<file path="src/rtl/pc_ctrl_pkg.sv">
// Shared constants, state type and control-class helper for the PC redirect controller.
package pc_ctrl_pkg;

  localparam logic [6:0]  OP_JAL           = 7'b1101111;
  localparam logic [6:0]  OP_JALR          = 7'b1100111;
  localparam logic [6:0]  OP_BRANCH        = 7'b1100011;

  localparam logic [31:0] INST_ECALL       = 32'h0000_0073;
  localparam logic [31:0] INST_CSR_CYCLE   = 32'hc000_1073;
  localparam logic [31:0] INST_MRET        = 32'h3020_0073;
  localparam logic [31:0] INST_SRET        = 32'h1020_0073;

  localparam int unsigned WAIT_MAX_DEFAULT = 7;

  typedef enum logic {
    ST_RUN  = 1'b0,
    ST_WAIT = 1'b1
  } state_e;

  // System encodings that stall fetch even though their opcode is not a branch/jump.
  function automatic logic is_special_inst(input logic [31:0] inst);
    logic hit;
    hit = (inst == INST_ECALL) || (inst == INST_CSR_CYCLE) ||
          (inst == INST_MRET)  || (inst == INST_SRET);
    return hit;
  endfunction

endpackage

</file>
<file path="src/rtl/ctl_decode.sv">
// Combinational classifier: flags instructions whose successor PC is unknown at fetch.
module ctl_decode
  import pc_ctrl_pkg::*;
(
  input  logic [31:0] if_inst,
  output logic        is_ctl
);

  // Opcode match for branches/jumps, full-word match for the system encodings.
  always_comb begin
    is_ctl = 1'b0;
    case (if_inst[6:0])
      OP_JAL, OP_JALR, OP_BRANCH: is_ctl = 1'b1;
      default:                    is_ctl = is_special_inst(if_inst);
    endcase
  end

endmodule

</file>
<file path="src/rtl/pc_redirect_ctrl.sv">
// PC sequencing and redirect control: holds fetch on control-class instructions
// until EX resolves, a trap/xret arrives, or the wait window expires.
module pc_redirect_ctrl
  import pc_ctrl_pkg::*;
#(
  parameter logic [31:0] RESET_PC = 32'h0,
  parameter int unsigned WAIT_MAX = WAIT_MAX_DEFAULT
) (
  input  logic        clk,
  input  logic        rst,
  input  logic [31:0] if_inst,
  input  logic [31:0] if_pc,
  input  logic        stall,
  input  logic        ex_resolve_valid,
  input  logic        ex_taken,
  input  logic [31:0] ex_target,
  input  logic        trap_req,
  input  logic [31:0] trap_vec,
  input  logic        xret_req,
  input  logic [31:0] xret_target,
  output logic [31:0] next_pc,
  output logic        pc_write,
  output logic        if_flush,
  output logic        busy,
  output logic        ctl_timeout
);

  localparam int unsigned     CNT_W   = (WAIT_MAX < 1) ? 1 : $clog2(WAIT_MAX + 1);
  localparam logic [CNT_W-1:0] CNT_MAX = CNT_W'(WAIT_MAX);

  state_e           state_r;
  state_e           state_nx_s;
  logic [CNT_W-1:0] wait_cnt_r;
  logic [CNT_W-1:0] wait_cnt_nx_s;
  logic             is_ctl_s;
  logic [31:0]      seq_pc_s;

  assign seq_pc_s = if_pc + 32'd4;

  ctl_decode u_ctl_decode (
    .if_inst (if_inst),
    .is_ctl  (is_ctl_s)
  );

  // Next-state and Mealy outputs; reset overrides everything combinationally.
  always_comb begin
    state_nx_s    = state_r;
    wait_cnt_nx_s = wait_cnt_r;
    next_pc       = seq_pc_s;
    pc_write      = 1'b0;
    if_flush      = 1'b0;
    busy          = 1'b0;
    ctl_timeout   = 1'b0;
    if (rst) begin
      next_pc       = RESET_PC;
      pc_write      = 1'b1;
      if_flush      = 1'b1;
      state_nx_s    = ST_RUN;
      wait_cnt_nx_s = '0;
    end else begin
      case (state_r)
        ST_RUN: begin
          wait_cnt_nx_s = '0;
          if (trap_req) begin
            next_pc  = trap_vec;
            pc_write = 1'b1;
          end else if (xret_req) begin
            next_pc  = xret_target;
            pc_write = 1'b1;
          end else if (stall) begin
            pc_write = 1'b0;
          end else if (is_ctl_s) begin
            state_nx_s = ST_WAIT;
          end else begin
            pc_write = 1'b1;
          end
        end
        ST_WAIT: begin
          if_flush      = 1'b1;
          busy          = 1'b1;
          wait_cnt_nx_s = (wait_cnt_r == CNT_MAX) ? wait_cnt_r : wait_cnt_r + CNT_W'(1);
          if (trap_req) begin
            next_pc    = trap_vec;
            pc_write   = 1'b1;
            state_nx_s = ST_RUN;
          end else if (xret_req) begin
            next_pc    = xret_target;
            pc_write   = 1'b1;
            state_nx_s = ST_RUN;
          end else if (ex_resolve_valid) begin
            next_pc    = ex_taken ? ex_target : seq_pc_s;
            pc_write   = 1'b1;
            state_nx_s = ST_RUN;
          end else if (wait_cnt_r == CNT_MAX) begin
            next_pc     = trap_vec;
            pc_write    = 1'b1;
            ctl_timeout = 1'b1;
            state_nx_s  = ST_RUN;
          end else begin
            pc_write = 1'b0;
          end
        end
        default: begin
          state_nx_s    = ST_RUN;
          wait_cnt_nx_s = '0;
        end
      endcase
    end
  end

  // State and wait counter registers.
  always_ff @(posedge clk) begin
    if (rst) begin
      state_r    <= ST_RUN;
      wait_cnt_r <= '0;
    end else begin
      state_r    <= state_nx_s;
      wait_cnt_r <= wait_cnt_nx_s;
    end
  end

endmodule

</file>
<file path="config.mk">
export PLATFORM = sky130hd
export DESIGN_NAME = pc_redirect_ctrl
export DESIGN_NICKNAME = d
export VERILOG_FILES = /design/src/rtl/pc_ctrl_pkg.sv /design/src/rtl/ctl_decode.sv /design/src/rtl/pc_redirect_ctrl.sv
export SDC_FILE = /design/constraint.sdc
export NUM_CORES = 1
export LEC_CHECK = 0
export CAP_MARGIN = 15
export CORE_MARGIN = 2
export CORE_UTILIZATION = 34
export DETAILED_ROUTE_END_ITERATION = 6
export GPL_ROUTABILITY_DRIVEN = 0
export PLACE_DENSITY = 0.87
export SYNTH_ARGS = -nofsm -noshare
export SYNTH_HDL_FRONTEND = slang
export SYNTH_SLANG_ARGS = --single-unit
</file>
<file path="constraint.sdc">
create_clock -name clk -period 4.2 [get_ports clk]
set_input_delay 0.84 -clock clk [delete_from_list [all_inputs] [get_ports clk]]
set_output_delay 0.84 -clock clk [all_outputs]
set_load 0.005 [all_outputs]
</file>
==> results <==
- The run finished with clean final reports.
- Dividing total power by cell area gives a power density of around 110 mW/mm^2.
- The layout has roughly 540 filler cells.
- The data arrival time of the critical path is 3.25 ns.
- Along the worst path, the maximum fanout reaches 6.
- Of the total power, the share spent switching nets is 30.7%.
- Based on the critical path, the design can be clocked at up to 0.245 GHz.
- The count of port buffers added during placement is around 200.
- For this run, the leading register cell type out of synthesis is dfxtp_1.
- Counting I/O delays and the setup requirement, the final critical path takes 4.09 ns.
- The worst setup path is launched from an input pin.
- Summed over all failing endpoints, the final setup total negative slack is 0 ns.
- Of all cell types, the one taking the most synthesized area is a21oi_1.
- The final standard cell count with taps included and fillers excluded is 617.
- The wire length of the first global-routing pass is 16,900 um.
- The residual antenna-violating net count after detailed routing is 0.
- The worst setup path is of the in2out kind.
- The standard cell core area is 0.00631 mm^2.
- The detailed-route wire length is 10,800 um.
- In the global route stage, overall resource usage came out at around 29%.
- The mean number of vias per cell is slightly below 6.
- The largest incremental delay on the critical path is 0.57 ns.
- The root buffer cell chosen for the clock tree is clkbuf_8.
- The remaining global-route overflow is 0.
- The number of maximum-capacitance constraint violations is 0.
- The share of synthesized registers carrying an async set or reset is 0%.
- Sorting the synthesized cells by area gives the leading types as a21oi_1 8.7%, o22ai_1 6.8%, a22oi_1 5.5%.
- The hold violation count in the final report is 0.
- The final route contains approximately 3,600 vias.
- The critical path data required time is about 3.4 ns.
- After clock tree synthesis, the setup repair step added 0 buffers.
- The count of boundary I/O pins is 203.
- The number of pins with negative max-slew slack in the final report is 0.
- Counting every net in the synthesized netlist gives 516.
- In the final layout, the share of cells above drive strength 1 is 7.59%.
- The initial core utilization is 34.8%.
- The flip-flop and latch area is 80.1 um^2.
- The relative contribution of the clock network to total power is 17.1%.
- After the first detailed-routing iteration, the DRC count stood at between 200 and 250.
- The placed wire-length estimate after detailed placement is roughly 8900 um.
- The total number of clock tree sinks is 4.
- IR analysis of the VDD net gives a maximum drop of 0.0000799 V.
- For this run, the detailed router's first-pass iteration total came to 4.
- For this design, the slowest cell found on the critical path is clkdlybuf4s50_1.
- The top cell type by area accounts for between 8 and 9% of the synthesized area.
- The count of endpoints failing setup in the final report is 0.
- The post-synthesis instance area is 0.00220 mm^2.
- The transition time of the tightest slew-check pin is 0.833 ns.
- In the finished design, the share of the clock period the worst path needs comes to between 90 and 100%.
- Traced cell by cell, the critical path runs through clkdlybuf4s50_1 > nand4_1 > nor4_1 > nand4_1 > xor2_1 > a31oi_1 > clkdlybuf4s50_1.
- The placed instance count is 614.
- The count of flip-flops with a built-in enable after synthesis is 0.
- Synthesis inferred 4 register bits.
- The most instantiated library cell after synthesis is a21oi_1.
- The overall die area is 0.00712 mm^2.
- The number of warnings issued by yosys is 0.
- For this design the total switching power over the nets is ~150 uW.
- The number of antenna violations at the first check in global routing is 0.
- At the end of the flow, the number of nets in the layout was 712.
- For this run, design rule violations remaining after detail routing come to 0.
- Measured along the y axis, the die boundary spans 84.4 um.
- After synthesis, flip-flops and latches occupy 3.64% of the total area.
- The cell row count is 29.
- Entering global routing, the biggest net connects 35 pins.
- The number of global-route vias before repair is 3,519.
- The layout overhead on the synthesized area is 97.8%.
- The hold-fix buffer count after cts is 0.
- The later-pin clock latency in the skew report is 0.21 ns.
- The antenna diode instance count is 0.
- Between clock sinks in the finished design, the worst skew comes to 0.00188 ns.
- CTS built an H-tree with a depth of 1.
- The post-cts sizing count is 0.
- The chip width is about 84 um.
- Setup repair after global routing left no endpoint under its margin.
- Dividing the detail-routed wire length by the instance count gives 17.5 um.
- In this run, CTS created clock tree buffers numbering 3.
- The endpoint kind of the worst setup timing path is a primary output.
- The part of the total power dissipated in sequential elements is 8.1%.
- The worst hold slack across all endpoints is 0.517 ns.
- The internal portion of total power is 329 uW.
- The type of the worst min-delay path is reg2reg.
- TritonCTS built the clock tree.
- After clock tree synthesis, the clock-pin slew on the worst setup and hold paths is 0.03 ns.
- The distinct cell type count of the synthesized netlist is 60.
- For this run, the share of the core covered by cells in the final layout is 68.8%.
- The analysis attributes to cell leakage a power of 0.00155 uW.
- The number of instances in the synthesized netlist is between 300 and 400.
- Combinational logic is responsible for 74.8% of the overall power.
- The area occupied by multi-input gates is 0.00190 mm^2.
- The clock passes through at most 2 buffers.
- The commonest cells after synthesis are 38 x a21oi_1, 32 x nor2_1, 24 x o22ai_1, 20 x clkbuf_1, 18 x nor3_1.
- After synthesis, the mean cell area works out to 6.35 um^2.
- The remaining max-slew budget at the tightest pin is 44.1%.
==> cells in the final DEF (no fill, tap or decap), drive strengths merged, types with 2 or more instances in the layout <==
cell type / instances
clkdlybuf4s50: 201
a21oi: 38
nor2: 32
o22ai: 24
buf: 21
nor3: 19
inv: 17
a22oi: 16
o21ai: 16
nand3: 14
nand4: 14
o221ai: 13
xnor2: 11
nand2: 10
nor4: 10
xor2: 8
and2: 7
and3: 7
a31oi: 4
a211oi: 4
dfxtp: 4
o31a: 4
nor2b: 3
o211ai: 3
a31o: 3
ha: 3
clkbuf: 3
and4: 3
a221oi: 3
o21a: 2
nand2b: 2
a311oi: 2
a211o: 2
or2: 2
nand4b: 2
mux2i: 2
==> worst paths after layout <==
check	start	end	slack, ns	cells after the start
max	if_pc[8]	next_pc[31]	0.11	7
min	wait_cnt_r[1]	wait_cnt_r[1]	0.52	2
min reg2reg	wait_cnt_r[1]	wait_cnt_r[1]	0.52	2
max reg2reg	wait_cnt_r[0]	state_r	2.91	5
==> sequential cells by signal, summed over array words and instances, names as in the netlist <==
name and cells:
wait_cnt_r 3, state_r 1
==> critical path: cells and delay by family <==
family,cells,cell delay (ns)
buf+inv,2,1.09
simple gates,3,0.94
compound gates,1,0.18
xor+xnor,1,0.21
==> logic make-up after synthesis <==
| group | share of synthesized area, % |
|---|---|
| AOI/OAI and AO/OA | 42.5 |
| xor gates and xnor gates | 7.57 |
| adders and majority gates | 1.71 |
| buffers and inverters | 10.0 |
| DFF | 3.64 |
| muxes | 0.911 |
| and+or+nand+nor | 33.7 |
==> cell type report <==
class / instances / area share [%]
Timing Repair Buffer: 222 / 49.9
Multi-Input combinational cell: 294 / 43.7
Tap cell: 77 / 2.22
Sequential cell: 4 / 1.84
Inverter: 17 / 1.47
Clock buffer: 3 / 0.950
==> layer usage <==
layer / vias to the layer above / track usage, % / share of wire (%)
li1: 1744 / - / -
met1: 1625 / 35.3 / 42
met2: 173 / 52.8 / 50
met3: 12 / 3.54 / 6.9
met4: 0 / 6.06 / 1.2
met5: - / 0 / 0
==> power groups by stage <==
stage | clock network (uW) | logic, uW | registers, uW
floorplan | 0 | 108 | 38.8
global placement | 0 | 345 | 38.8
detailed placement | 0 | 352 | 38.9
CTS | 81.0 | 353 | 38.3
global route | 85.0 | 380 | 38.3
finish | 81.2 | 354 | 38.3
==> per-stage QoR <==
| stage | worst slack (ns) | power, uW | cell area [um^2] |
|---|---|---|---|
| 4_1_cts | 0.139 | 473 | 4350 |
| 2_1_floorplan | 1.37 | 147 | 2200 |
| 6_report | 0.112 | 474 | 4350 |
| 3_3_place_gp | 0.172 | 384 | 4300 |
| 3_5_place_dp | 0.141 | 390 | 4300 |
| 5_1_grt | 0.00307 | 504 | 4350 |
(Power assumes the default switching activity.)
